**src/rtl/hazard_pkg.sv**
```systemverilog
// Shared definitions for the hazard control unit: forwarding select codes,
// FSM state encoding and the hardwired zero register.
package hazard_pkg;

  typedef logic [1:0] fwd_sel_t;

  localparam fwd_sel_t FWD_RF  = 2'd0;
  localparam fwd_sel_t FWD_EX  = 2'd1;
  localparam fwd_sel_t FWD_MEM = 2'd2;
  localparam fwd_sel_t FWD_WB  = 2'd3;

  localparam logic [0:0] ST_RUN   = 1'b0;
  localparam logic [0:0] ST_STALL = 1'b1;

  localparam logic [4:0] REG_ZERO = 5'd0;

  // A writer matches a source only if it really writes and the source is not r0.
  function automatic logic reg_match(input logic wr, input logic [4:0] rd,
                                     input logic [4:0] src);
    return wr && (rd == src) && (src != REG_ZERO);
  endfunction

endpackage

```
**src/rtl/hazard_ctrl_unit_if.sv**
```systemverilog
// Bundle between the pipeline buffers/decode stage and the hazard control unit.
// Optional HAZARD_PERF_EN adds the stall_cycles / kill_count counters.
interface hazard_ctrl_unit_if;
  import hazard_pkg::*;

  logic [4:0] Rs_D;
  logic [4:0] Rt_D;
  logic       UsesRs_D;
  logic       UsesRt_D;
  logic       Taken_D;
  logic [4:0] Rd_EX;
  logic       RegWr_EX;
  logic       MemRd_EX;
  logic [4:0] Rd_MEM;
  logic       RegWr_MEM;
  logic [4:0] Rd_WB;
  logic       RegWr_WB;

  fwd_sel_t   FwdA;
  fwd_sel_t   FwdB;
  logic       disable_IR;
  logic       disable_PC;
  logic       bubble_EX;
  logic       kill;
`ifdef HAZARD_PERF_EN
  logic [31:0] stall_cycles;
  logic [31:0] kill_count;
`endif

  modport master (
    output Rs_D, Rt_D, UsesRs_D, UsesRt_D, Taken_D,
    output Rd_EX, RegWr_EX, MemRd_EX, Rd_MEM, RegWr_MEM, Rd_WB, RegWr_WB,
    input  FwdA, FwdB, disable_IR, disable_PC, bubble_EX, kill
`ifdef HAZARD_PERF_EN
    , input stall_cycles, kill_count
`endif
  );

  modport slave (
    input  Rs_D, Rt_D, UsesRs_D, UsesRt_D, Taken_D,
    input  Rd_EX, RegWr_EX, MemRd_EX, Rd_MEM, RegWr_MEM, Rd_WB, RegWr_WB,
    output FwdA, FwdB, disable_IR, disable_PC, bubble_EX, kill
`ifdef HAZARD_PERF_EN
    , output stall_cycles, kill_count
`endif
  );

endinterface

```
**src/rtl/fwd_select.sv**
```systemverilog
// Priority forwarding select for one decode operand: the youngest producer wins.
// A load sitting in EX has no data yet, so it is skipped at the EX level.
module fwd_select
  import hazard_pkg::*;
(
  input  logic [4:0] src,
  input  logic [4:0] rd_ex,
  input  logic       regwr_ex,
  input  logic       memrd_ex,
  input  logic [4:0] rd_mem,
  input  logic       regwr_mem,
  input  logic [4:0] rd_wb,
  input  logic       regwr_wb,
  output fwd_sel_t   sel
);

  // EX beats MEM beats WB; register file when nothing matches.
  always_comb begin
    sel = FWD_RF;
    if (reg_match(regwr_ex && !memrd_ex, rd_ex, src)) begin
      sel = FWD_EX;
    end else if (reg_match(regwr_mem, rd_mem, src)) begin
      sel = FWD_MEM;
    end else if (reg_match(regwr_wb, rd_wb, src)) begin
      sel = FWD_WB;
    end
  end

endmodule

```
**src/rtl/hazard_ctrl_unit.sv**
```systemverilog
// Hazard control unit: operand forwarding selects, load-use stall sequencing
// (LOAD_STALL_CYCLES bubbles per hazard) and IF_ID flush on taken branches.
// Optional feature macro HAZARD_PERF_EN adds saturating stall/kill counters.
module hazard_ctrl_unit
  import hazard_pkg::*;
#(
  parameter int LOAD_STALL_CYCLES = 1,
  parameter int CNT_W             = 3
) (
  input  logic              clk,
  input  logic              reset,
  hazard_ctrl_unit_if.slave hz
);

  logic [0:0]       state;
  logic [0:0]       next_state;
  logic [CNT_W-1:0] cnt;
  logic [CNT_W-1:0] next_cnt;
  fwd_sel_t         fwd_a;
  fwd_sel_t         fwd_b;
  logic             run_st;
  logic             lu;
  logic             stall_now;
  logic             kill_now;

  fwd_select u_fwd_a (
    .src       (hz.Rs_D),
    .rd_ex     (hz.Rd_EX),
    .regwr_ex  (hz.RegWr_EX),
    .memrd_ex  (hz.MemRd_EX),
    .rd_mem    (hz.Rd_MEM),
    .regwr_mem (hz.RegWr_MEM),
    .rd_wb     (hz.Rd_WB),
    .regwr_wb  (hz.RegWr_WB),
    .sel       (fwd_a)
  );

  fwd_select u_fwd_b (
    .src       (hz.Rt_D),
    .rd_ex     (hz.Rd_EX),
    .regwr_ex  (hz.RegWr_EX),
    .memrd_ex  (hz.MemRd_EX),
    .rd_mem    (hz.Rd_MEM),
    .regwr_mem (hz.RegWr_MEM),
    .rd_wb     (hz.Rd_WB),
    .regwr_wb  (hz.RegWr_WB),
    .sel       (fwd_b)
  );

  // Load-use is only looked for in RUN; STALL holds regardless of inputs.
  assign run_st    = (state == ST_RUN);
  assign lu        = run_st && hz.RegWr_EX && hz.MemRd_EX && (hz.Rd_EX != REG_ZERO) &&
                     ((hz.UsesRs_D && (hz.Rs_D == hz.Rd_EX)) ||
                      (hz.UsesRt_D && (hz.Rt_D == hz.Rd_EX)));
  assign stall_now = lu || (state == ST_STALL);
  assign kill_now  = run_st && !lu && hz.Taken_D;

  // Every output is forced low while reset is held, including the combinational ones.
  assign hz.FwdA       = reset ? FWD_RF : fwd_a;
  assign hz.FwdB       = reset ? FWD_RF : fwd_b;
  assign hz.disable_IR = !reset && stall_now;
  assign hz.disable_PC = !reset && stall_now;
  assign hz.bubble_EX  = !reset && stall_now;
  assign hz.kill       = !reset && kill_now;

  // The detecting RUN cycle is bubble one; STALL covers the remaining ones.
  always_comb begin
    next_state = state;
    next_cnt   = cnt;
    if (state == ST_RUN) begin
      if (lu && (LOAD_STALL_CYCLES > 1)) begin
        next_state = ST_STALL;
        next_cnt   = CNT_W'(LOAD_STALL_CYCLES - 1);
      end
    end else begin
      if (cnt == CNT_W'(1)) begin
        next_state = ST_RUN;
        next_cnt   = '0;
      end else begin
        next_cnt = cnt - CNT_W'(1);
      end
    end
  end

  // State and down-counter registers; reset drops any stall in progress.
  always_ff @(posedge clk or posedge reset) begin
    if (reset) begin
      state <= ST_RUN;
      cnt   <= '0;
    end else begin
      state <= next_state;
      cnt   <= next_cnt;
    end
  end

`ifdef HAZARD_PERF_EN
  logic [31:0] stall_cycles_q;
  logic [31:0] kill_count_q;

  // Saturating counts of PC-hold cycles and IF_ID flush cycles.
  always_ff @(posedge clk or posedge reset) begin
    if (reset) begin
      stall_cycles_q <= '0;
      kill_count_q   <= '0;
    end else begin
      if (stall_now && (stall_cycles_q != 32'hFFFF_FFFF)) begin
        stall_cycles_q <= stall_cycles_q + 32'd1;
      end
      if (kill_now && (kill_count_q != 32'hFFFF_FFFF)) begin
        kill_count_q <= kill_count_q + 32'd1;
      end
    end
  end

  assign hz.stall_cycles = stall_cycles_q;
  assign hz.kill_count   = kill_count_q;
`endif

endmodule
```
**src/flat_wrapper.sv**
```systemverilog
// flat-port wrapper written by rule: the top's interface ports become plain ports
module hazard_ctrl_unit_flat import hazard_pkg::*;
#(
  parameter int LOAD_STALL_CYCLES = 1,
  parameter int CNT_W             = 3
)
  (clk, reset, hz_Rs_D, hz_Rt_D, hz_UsesRs_D, hz_UsesRt_D, hz_Taken_D, hz_Rd_EX, hz_RegWr_EX, hz_MemRd_EX, hz_Rd_MEM, hz_RegWr_MEM, hz_Rd_WB, hz_RegWr_WB, hz_FwdA, hz_FwdB, hz_disable_IR, hz_disable_PC, hz_bubble_EX, hz_kill);
  hazard_ctrl_unit_if hz_i ();
  input  logic clk;
  input  logic reset;
  input wire logic [$bits(hz_i.Rs_D)-1:0] hz_Rs_D;
  input wire logic [$bits(hz_i.Rt_D)-1:0] hz_Rt_D;
  input wire logic [$bits(hz_i.UsesRs_D)-1:0] hz_UsesRs_D;
  input wire logic [$bits(hz_i.UsesRt_D)-1:0] hz_UsesRt_D;
  input wire logic [$bits(hz_i.Taken_D)-1:0] hz_Taken_D;
  input wire logic [$bits(hz_i.Rd_EX)-1:0] hz_Rd_EX;
  input wire logic [$bits(hz_i.RegWr_EX)-1:0] hz_RegWr_EX;
  input wire logic [$bits(hz_i.MemRd_EX)-1:0] hz_MemRd_EX;
  input wire logic [$bits(hz_i.Rd_MEM)-1:0] hz_Rd_MEM;
  input wire logic [$bits(hz_i.RegWr_MEM)-1:0] hz_RegWr_MEM;
  input wire logic [$bits(hz_i.Rd_WB)-1:0] hz_Rd_WB;
  input wire logic [$bits(hz_i.RegWr_WB)-1:0] hz_RegWr_WB;
  output wire logic [$bits(hz_i.FwdA)-1:0] hz_FwdA;
  output wire logic [$bits(hz_i.FwdB)-1:0] hz_FwdB;
  output wire logic [$bits(hz_i.disable_IR)-1:0] hz_disable_IR;
  output wire logic [$bits(hz_i.disable_PC)-1:0] hz_disable_PC;
  output wire logic [$bits(hz_i.bubble_EX)-1:0] hz_bubble_EX;
  output wire logic [$bits(hz_i.kill)-1:0] hz_kill;
  assign hz_i.Rs_D = hz_Rs_D;
  assign hz_i.Rt_D = hz_Rt_D;
  assign hz_i.UsesRs_D = hz_UsesRs_D;
  assign hz_i.UsesRt_D = hz_UsesRt_D;
  assign hz_i.Taken_D = hz_Taken_D;
  assign hz_i.Rd_EX = hz_Rd_EX;
  assign hz_i.RegWr_EX = hz_RegWr_EX;
  assign hz_i.MemRd_EX = hz_MemRd_EX;
  assign hz_i.Rd_MEM = hz_Rd_MEM;
  assign hz_i.RegWr_MEM = hz_RegWr_MEM;
  assign hz_i.Rd_WB = hz_Rd_WB;
  assign hz_i.RegWr_WB = hz_RegWr_WB;
  assign hz_FwdA = hz_i.FwdA;
  assign hz_FwdB = hz_i.FwdB;
  assign hz_disable_IR = hz_i.disable_IR;
  assign hz_disable_PC = hz_i.disable_PC;
  assign hz_bubble_EX = hz_i.bubble_EX;
  assign hz_kill = hz_i.kill;
  hazard_ctrl_unit #(.LOAD_STALL_CYCLES(LOAD_STALL_CYCLES), .CNT_W(CNT_W)) u_core (.clk(clk), .reset(reset), .hz(hz_i));
endmodule
```
**config.mk**
```make
export PLATFORM = sky130hd
export DESIGN_NAME = hazard_ctrl_unit_flat
export DESIGN_NICKNAME = d
export VERILOG_FILES = /design/src/rtl/hazard_pkg.sv /design/src/rtl/hazard_ctrl_unit_if.sv /design/src/rtl/fwd_select.sv /design/src/rtl/hazard_ctrl_unit.sv /design/src/flat_wrapper.sv
export SDC_FILE = /design/constraint.sdc
export NUM_CORES = 1
export LEC_CHECK = 0
export CORE_MARGIN = 5
export CORE_UTILIZATION = 37
export CTS_CLUSTER_SIZE = 14
export DETAILED_ROUTE_END_ITERATION = 10
export GPL_TIMING_DRIVEN = 0
export PLACE_DENSITY = 0.79
export SYNTH_ARGS = -nofsm -noshare
export SYNTH_HDL_FRONTEND = slang
export SYNTH_SLANG_ARGS = --single-unit
```
**constraint.sdc**
```tcl
create_clock -name clk -period 1.65 [get_ports clk]
set_input_delay 0.165 -clock clk [delete_from_list [all_inputs] [get_ports clk]]
set_output_delay 0.165 -clock clk [all_outputs]
set_load 0.005 [all_outputs]
```
==> results of run 1 <==
[layout make-up]
cell class / instances / area share, %
Multi-Input combinational cell: 72 / 49.82
Timing Repair Buffer: 57 / 36.97
Sequential cell: 4 / 7.042
Tap cell: 25 / 2.201
Clock buffer: 3 / 1.585
Inverter: 6 / 1.585
Buffer: 1 / 0.7923
[state kept, by name, summed over array words and instances, names as in the netlist]
register      flops
u_core.cnt        3
u_core.state      1
[where the power goes]
group	switching, mW	internal, mW
logic	0.126	0.137
registers	0	0.0986
clock network	0.0422	0.0815
total	0.168	0.318
[worst max path at each step]
stage	start	end	slack [ns]	cells past startpoint
6_report	hz_Rt_D[0]	hz_disable_IR	-0.13	9
5_1_grt	hz_Rt_D[0]	hz_disable_IR	-0.27	9
2_1_floorplan	hz_Rd_EX[0]	hz_disable_IR	0.08	6
4_1_cts	hz_Rt_D[0]	hz_disable_IR	-0.08	9
3_5_place_dp	hz_Rs_D[2]	hz_disable_IR	-1.06	7
3_3_place_gp	hz_Rs_D[2]	hz_disable_IR	-1.02	7
[metal layers]
metal  up-vias  part of all wire (%)
li1        413                     -
met1       411                    35
met2        58                    54
met3        14                   7.3
met4         0                   3.3
met5         -                     0
[worst register-to-register path, stage by stage, from the launching register on]
cell      delay [ns]
dfrtp_1         0.37
inv_1           0.12
ha_1            0.19
a21boi_0        0.11
a21o_1          0.20
[logic make-up (layout without fill, tap and decap cells)]
group                      count (synthesis)  after routing  share of synthesized area (%)
adders and majority gates                  2              2                          3.533
and+or+nand+nor                           29             29                          25.09
muxes                                      1              1                          1.413
AOI/OAI and AO/OA                         12             12                          15.90
buffers and inverters                      8             67                          5.300
xor gates and xnor gates                  28             28                          34.63
DFF                                        4              4                          14.13
[cells in the final DEF, fill, tap and decap left out, drive strengths merged, types with 2 or more instances in the layout]
cell type,instances
nand4,4
ha,2
clkdlybuf4s15,4
clkdlybuf4s50,7
a21o,2
or4,3
xnor2,13
nor4,5
clkbuf,3
a21oi,2
inv,6
o211a,2
nor2,7
buf,38
xor2,15
nand2,4
nand2b,3
dlymetal6s2s,8
dfrtp,4
[stage by stage]
stage          area, um2  util, %  total power [mW]
3_5_place_dp        1150    65.18            0.3126
3_3_place_gp        1150    65.18            0.3072
6_report            1421    80.57            0.4857
2_1_floorplan      708.2        -            0.1836
5_1_grt             1421    80.57            0.5149
4_1_cts             1336    75.74            0.4672
[repair_timing]
action                                  4_1_cts  5_1_grt
endpoints found under the setup margin        8        8
pin swaps                                    16       15
setup buffers                                15        2
gates resized for setup                     123       25
==> run summary, run 1 <==
Reg area: 100.1 um2
FF+latch count, synth: 4
RSZ-0062 raised after global routing: true
Synth top area share: 18.55%
Initial antenna violation count: 0
VDD IR max: 0.2989 mV
ANT nets after route: 0
FMAX: 560.4 MHz
Filler cells: 126
Worst EP arrival: 1.62 ns
Row count: 15
Worst-skew pair later-pin latency: 0.24 ns
R2R Path Start: u_core.cnt[1]$_DFFE_PP0P_
Final worst slack: -0.1343 ns
Clk_skew: 0.001446 ns
Fin crit share: 108.1%
Critical R2R Capture: u_core.cnt[0]$_DFFE_PP0P_
Final Hold Slack: 0.3472 ns
IO buf count: 41
Drt initial violations: 3
Syn Area/Cell: 8.431 um2
Routed vias/inst: 5.333
Most frequent cells after synthesis: xor2_1, xnor2_1, inv_1, nor2_1, nor4_1
Final hold violation count: 0
TritonRoute pass-1 iters: 4
CP max-delay cell: o41ai_2
Post-Syn Nets: 120
Crit path kind: input pin to primary output
Placed Cells: 150
Actual slew at the worst max-slew pin: 0.3550 ns
Worst-path clk slew: 0.04 ns
ANT cells: 0
GR Util All Layers: 20.36%
Synthesized cell area: 708.2 um2
Share of layout cells above drive strength 1: 45.45%
CP peak stage delay: 0.28 ns
Violated checks: negative setup slack
Yosys cell types: 27
Clk sinks: 4
Footprint of the multi-input gates: 708.2 um2
I/O pins: 42
Post-route insts no fill: 168
Wirelength per Cell: 17.47 um
Max-Cap Viols: 0
Worst R2R Setup Slack: 0.55 ns
Crit path capture type: primary output
Vert. Die Dim: 53.75 um
Buf+Inv Stages, Crit Path: 4
CP dominant cell by count: buf_6
FF-to-FF path depth: 4
Status: finished with violations
Synthesized instance count: 84
Cells along the critical path: buf_8, xor2_2, a221oi_2, nor4b_4, a32oi_2, o41ai_2, buf_4, buf_6, buf_6
Synth Flop Type: dfrtp_1
First-pass GRT wire length: 4.257 mm
Pre-CTS setup slack: -1.060 ns
Fin nets: 181
Leakage Power: 0.6837 nW
Max Slew Vio Count: 0
Total core area: 0.001764 mm2
Hold Path Class: input pin to async pin
EDFF count, synth: 0
DP HPWL: 1.879 mm
H-tree levels: 1
Largest net degree at the start of global routing: 8
PwrDens: 341.7 mW/mm2
Die width: 53.75 um
Synth async-reset ratio: 100.0%
M1 GR Usage: 21.70%
CTS buffer count: 3
Number of global-route vias before repair: 929
Slew HR: 76.34%
GR peak layer: met2
Top delay family on crit path: compound AO/OA/AOI/OAI gates
DR DRC count: 0
Crit path max fanout: 3
Via count: 896
GR met3 Demand/Resource: 6.094%
Setup crit start kind: input pin
CTS tree: yes
Total gr overflow: 0
CP required: 1.48 ns
Fin Setup TNS: -0.5703 ns
Top-count cell post-synth: xor2_1
Max clock buf depth: 2
Routability cong.: 0.8054
Sequential-to-total area share from yosys stat: 14.13%
Initial Util: 40.14%
Synth area leaders: xor2_1, xnor2_1, dfrtp_1
Die area: 0.002889 mm2
Final setup viols: 6
Hold Buf Count CTS: 0
Layout overhead on the synthesized area: 100.7%
Synthesis warning total: 0
Top cell type by total area after synthesis: xor2_1
Minimum clock period: 1.784 ns
WL final: 2.935 mm
Root buffer cell: clkbuf_4
GR Util met2: 38.91%
(Power assumes the default switching activity.)
==> inputs of run 2 (changes only) <==
Settings changed: SKIP_LAST_GASP set to 1.
==> run 2 against run 1 <==
  * The run still ends with negative setup slack left
  * Global-route usage grew 0.35 points
  * Register-to-register slack gained 0.05 ns
  * Via count shrank 3.7%
  * Clock-buffer cell count is the same
  * Critical path type unchanged
==> run summary, run 2 (same netlist as run 1, synthesis figures left out) <==
Actual slew at the worst max-slew pin: 0.3536 ns (was 0.3550 ns)
Total gr overflow: 0 (unchanged)
ANT nets after route: 0 (unchanged)
Setup crit start kind: input pin (unchanged)
Layout overhead on the synthesized area: 97.53% (was 100.7%)
Final worst slack: -0.1007 ns (was -0.1343 ns)
Commonest non-fill, non-tap cell in the layout: buf_4 (unchanged)
IO buf count: 41 (unchanged)
Slew HR: 76.42% (was 76.34%)
Hold Path Class: input pin to async pin (unchanged)
Worst R2R Setup Slack: 0.60 ns (was 0.55 ns)
Vert. Die Dim: 53.75 um (unchanged)
Max clock buf depth: 2 (unchanged)
Violated checks: negative setup slack (unchanged)
Pre-CTS setup slack: -1.060 ns (unchanged)
Row count: 15 (unchanged)
Fin Setup TNS: -0.4285 ns (was -0.5703 ns)
Final total power: 474.7 uW (was 485.7 uW)
Worst EP arrival: 1.59 ns (was 1.62 ns)
DR DRC count: 0 (unchanged)
I/O pins: 42 (unchanged)
Critical R2R Capture: u_core.cnt[0]$_DFFE_PP0P_ (unchanged)
H-tree levels: 1 (unchanged)
Reg area: 100.1 um2 (unchanged)
Via count: 863 (was 896)
Most frequent cells in the layout: buf_4, xnor2_1, buf_6, buf_2, xor2_1 (was buf_4, xnor2_1, buf_6, xor2_1, buf_2)
Combinational cell fraction of total power: 53.9% (was 54.2%)
Drt initial violations: 7 (was 3)
DP HPWL: 1.879 mm (unchanged)
Total core area: 0.001764 mm2 (unchanged)
RSZ-0062 raised after global routing: true (unchanged)
Clock power frac: 25.3% (was 25.5%)
Initial antenna violation count: 0 (unchanged)
Final hold violation count: 0 (unchanged)
Wirelength per Cell: 16.27 um (was 17.47 um)
TritonRoute pass-1 iters: 4 (unchanged)
Routability cong.: 0.8054 (unchanged)
Hold Buf Count CTS: 0 (unchanged)
Leakage Power: 0.6813 nW (was 0.6837 nW)
Largest net degree at the start of global routing: 8 (unchanged)
Die area: 0.002889 mm2 (unchanged)
FF-to-FF path depth: 3 (was 4)
Final setup viols: 6 (unchanged)
VDD IR max: 0.2885 mV (was 0.2989 mV)
Seq pwr share: 20.8% (was 20.3%)
Top Registers: u_core.cnt x3, u_core.state x1 (unchanged)
Final Cell Area: 0.001399 mm2 (was 0.001421 mm2)
Placed Instance Area: 0.001150 mm2 (unchanged)
ANT cells: 0 (unchanged)
Number of global-route vias before repair: 960 (was 929)
Most flops, register: u_core.cnt (unchanged)
FMAX: 571.2 MHz (was 560.4 MHz)
Max Slew Vio Count: 0 (unchanged)
Max-Cap Viols: 0 (unchanged)
Worst-skew pair later-pin latency: 0.23 ns (was 0.24 ns)
Crit path capture type: primary output (unchanged)
Crit path max fanout: 3 (unchanged)
CTS tree: yes (unchanged)
Footprint of the multi-input gates: 703.2 um2 (was 708.2 um2)
Root buffer cell: clkbuf_4 (unchanged)
PwrDens: 339.3 mW/mm2 (was 341.7 mW/mm2)
First-pass GRT wire length: 4.319 mm (was 4.257 mm)
R2R Path Start: u_core.cnt[0]$_DFFE_PP0P_ (was u_core.cnt[1]$_DFFE_PP0P_)
Switching Share: 33.69% (was 34.62%)
Clk_skew: 0.0003560 ns (was 0.001446 ns)
Worst-path clk slew: 0.04 ns (about the same)
WL final: 2.734 mm (was 2.935 mm)
GR Util All Layers: 20.70% (was 20.36%)
Minimum clock period: 1.751 ns (was 1.784 ns)
Power Internal: 314.7 uW (was 317.6 uW)
Initial Util: 40.14% (unchanged)
Die width: 53.75 um (unchanged)
Psw: 159.9 uW (was 168.2 uW)
Share of layout cells above drive strength 1: 48.25% (was 45.45%)
Filler cells: 122 (was 126)
Routed vias/inst: 5.137 (was 5.333)
Crit path kind: input pin to primary output (unchanged)
Max reg flops: 3 (unchanged)
Clk sinks: 4 (unchanged)
Status: finished with violations (unchanged)
CP required: 1.48 ns (about the same)
Fin nets: 181 (unchanged)
CTS buffer count: 3 (unchanged)
Fin crit share: 106.1% (was 108.1%)
## run 2: cell type report
cell class                      instances  area share (%)
Sequential cell                         4           7.156
Tap cell                               25           2.236
Buffer                                  1          0.8050
Timing Repair Buffer                   57           36.31
Inverter                                6           1.610
Clock buffer                            3           1.610
Multi-Input combinational cell         72           50.27
## run 2: critical path: stages
cell and delay, ns:
buf_8 0.10, xor2_2 0.17, a221oi_2 0.17, nor4b_4 0.27
a32oi_2 0.10, o41ai_2 0.27, buf_4 0.18, buf_6 0.09
buf_6 0.08
## run 2: repair_timing
| item | 4_1_cts | 5_1_grt |
|---|---|---|
| endpoints found under the setup margin | 8 | 8 |
| gates resized for setup | 121 | 28 |
| setup buffers | 15 | 2 |
| pin swaps | 16 | 15 |
## run 2: routing by layer
| metal | vias to the layer above | routed length [um] | global-route usage [%] |
|---|---|---|---|
| met1 | 407 | 1004 | 21.37 |
| met3 | 2 | 176 | 6.371 |
| met2 | 40 | 1531 | 39.92 |
| met4 | 0 | 21 | 4.681 |
| li1 | 414 | - | - |
| met5 | - | 0 | 0 |
## run 2: worst max path at each step
stage | start | endpoint | slack, ns
final | hz_Rt_D[0] | hz_disable_IR | -0.10
after global routing | hz_Rt_D[0] | hz_disable_IR | -0.23
after CTS | hz_Rt_D[0] | hz_disable_IR | -0.08
after detailed placement | hz_Rs_D[2] | hz_disable_IR | -1.06
after global placement | hz_Rs_D[2] | hz_disable_IR | -1.02
after floorplan | hz_Rd_EX[0] | hz_disable_IR | 0.08
## run 2: through the flow
stage	std cells	util, %	hold slack, ns
global route	168	79.29	0.3647
floorplan	84	-	-0.04421
detailed placement	150	65.18	0.4971
CTS	167	75.32	0.3190
finish	168	79.29	0.3374
global placement	150	65.18	0.4841
## run 2: power by group through the flow
stage | Clock [mW] | Sequential, mW | Combinational [mW]
final | 0.120 | 0.0987 | 0.256
after floorplan | 0 | 0.0999 | 0.0838
after global routing | 0.137 | 0.0985 | 0.273
after detailed placement | 0 | 0.0999 | 0.213
after CTS | 0.129 | 0.0986 | 0.238
after global placement | 0 | 0.0999 | 0.207
==> RTL change: new RTL, flow settings as in run 1 <==
Change the package constant `REG_ZERO` from 5'd0 to 5'd1.
--- a/src/rtl/hazard_pkg.sv
+++ b/src/rtl/hazard_pkg.sv
@@ -14,3 +14,3 @@
 
-  localparam logic [4:0] REG_ZERO = 5'd0;
+  localparam logic [4:0] REG_ZERO = 5'd1;
 
Behaviour: not the same (Yosys sat finds a counterexample within 4 cycles, from zero or initial values and one cycle with reset high).
==> RTL change against run 1 <==
  * Clock skew increased by 0.0026 ns
  * Global-route usage is 2.1 points lower
  * Power is 8.9% lower
  * Sequential cell count is the same
  * Wire length shrank 18%
  * Design area shrank 15%
  * Worst setup slack better by 0.15 ns
  * Synthesized area increased by 4.1%
  * Largest cell class unchanged
  * Highest routed layer is now met3
==> RTL change: results <==
set metrics [dict create \
    critical-path-top-delay-family "buffers and inverters" \
    internal_power_mw 0.291 \
    synth_top_area_share 0.154 \
    syn_inst 86 \
    grt_max_degree 9 \
    synth_nets 122 \
    ir_drop_mv 0.254 \
    synth.area.mux_share 0 \
    via_count 810 \
    endpoint "hz_FwdA[1]" \
    clockPowerShare 0.279 \
    crit_start "hz_Rs_D[3]" \
    postCtsSetupBuffers 3 \
    clock_area_frac 0.0186 \
    grtUsageTotal 0.183 \
    nonClkBufAreaFrac 0.305 \
    grt_pass1_vias 861 \
    ys_top_cells_by_area "xnor2_1 15%, xor2_1 15%, dfrtp_1 14%, nor4_2 6.8%, xor2_2 4.4%" \
    synth_top_cells_by_count "13 x xnor2_1, 13 x xor2_1, 6 x inv_1, 5 x nand2b_1, 5 x nor2_1" \
    finalWeightedCongestion 0.811 \
    dpl_cell_area_mm2 0.00118 \
    multi_input_area_share 0.547 \
    leakagePower_nw 0.560 \
    grt_pass1_wl_mm 3.88 \
    yosysSeqAreaShare 0.136 \
    cts_buffer_depth 2 \
    fin_skew_ns 0.00409 \
    multi_input_cells 74 \
    drive_gt1_frac 0.376 \
    worst-r2r-setup-slack_ns 0.58 \
    n_all_buffers 46 \
    drt_iter0_drc 16 \
    seq_share 0.0828 \
    placed_cells 154 \
    power.density_mw_per_mm2 366 \
    crit_arrival_ns 1.47 \
    synth_xor_area_frac 0.353 \
    layoutNonFillerInstCount 160 \
    p_comb_mw 0.220 \
    nets 171 \
    slowest_delay_ns 0.31 \
    critical_path.slowest_cell "nor4_2" \
    syn2layout_area_growth_pct 64.0 \
    cts_resized 114 \
    outcome "finished, final reports clean" \
]
==> RTL change: changes by cell type after synthesis, sizes merged, moves of 2 or more <==
cell	change
nor2	-2
nor4	+3
a21oi	+2
nand2b	+2
or4	-3
a32o	+2
==> RTL change: through the flow <==
| step | hold WS [ns] | setup slack (ns) | utilization |
|---|---|---|---|
| final | 0.0326 | 0.0144 | 0.629 |
| after global routing | 0.0399 | -0.0588 | 0.629 |
| after CTS | 0.0167 | 0.00126 | 0.617 |
| after detailed placement | 0.497 | -0.872 | 0.615 |
| after global placement | 0.486 | -0.842 | 0.615 |
| after floorplan | -0.0411 | 0.282 | - |
==> RTL change: per-layer routing <==
layer | up-vias | GRT usage | part of all wire
li1 | 401 | - | -
met1 | 389 | 0.219 | 0.42
met2 | 20 | 0.327 | 0.54
met3 | 0 | 0.0409 | 0.045
met4 | 0 | 0.0373 | 0
met5 | - | 0 | 0
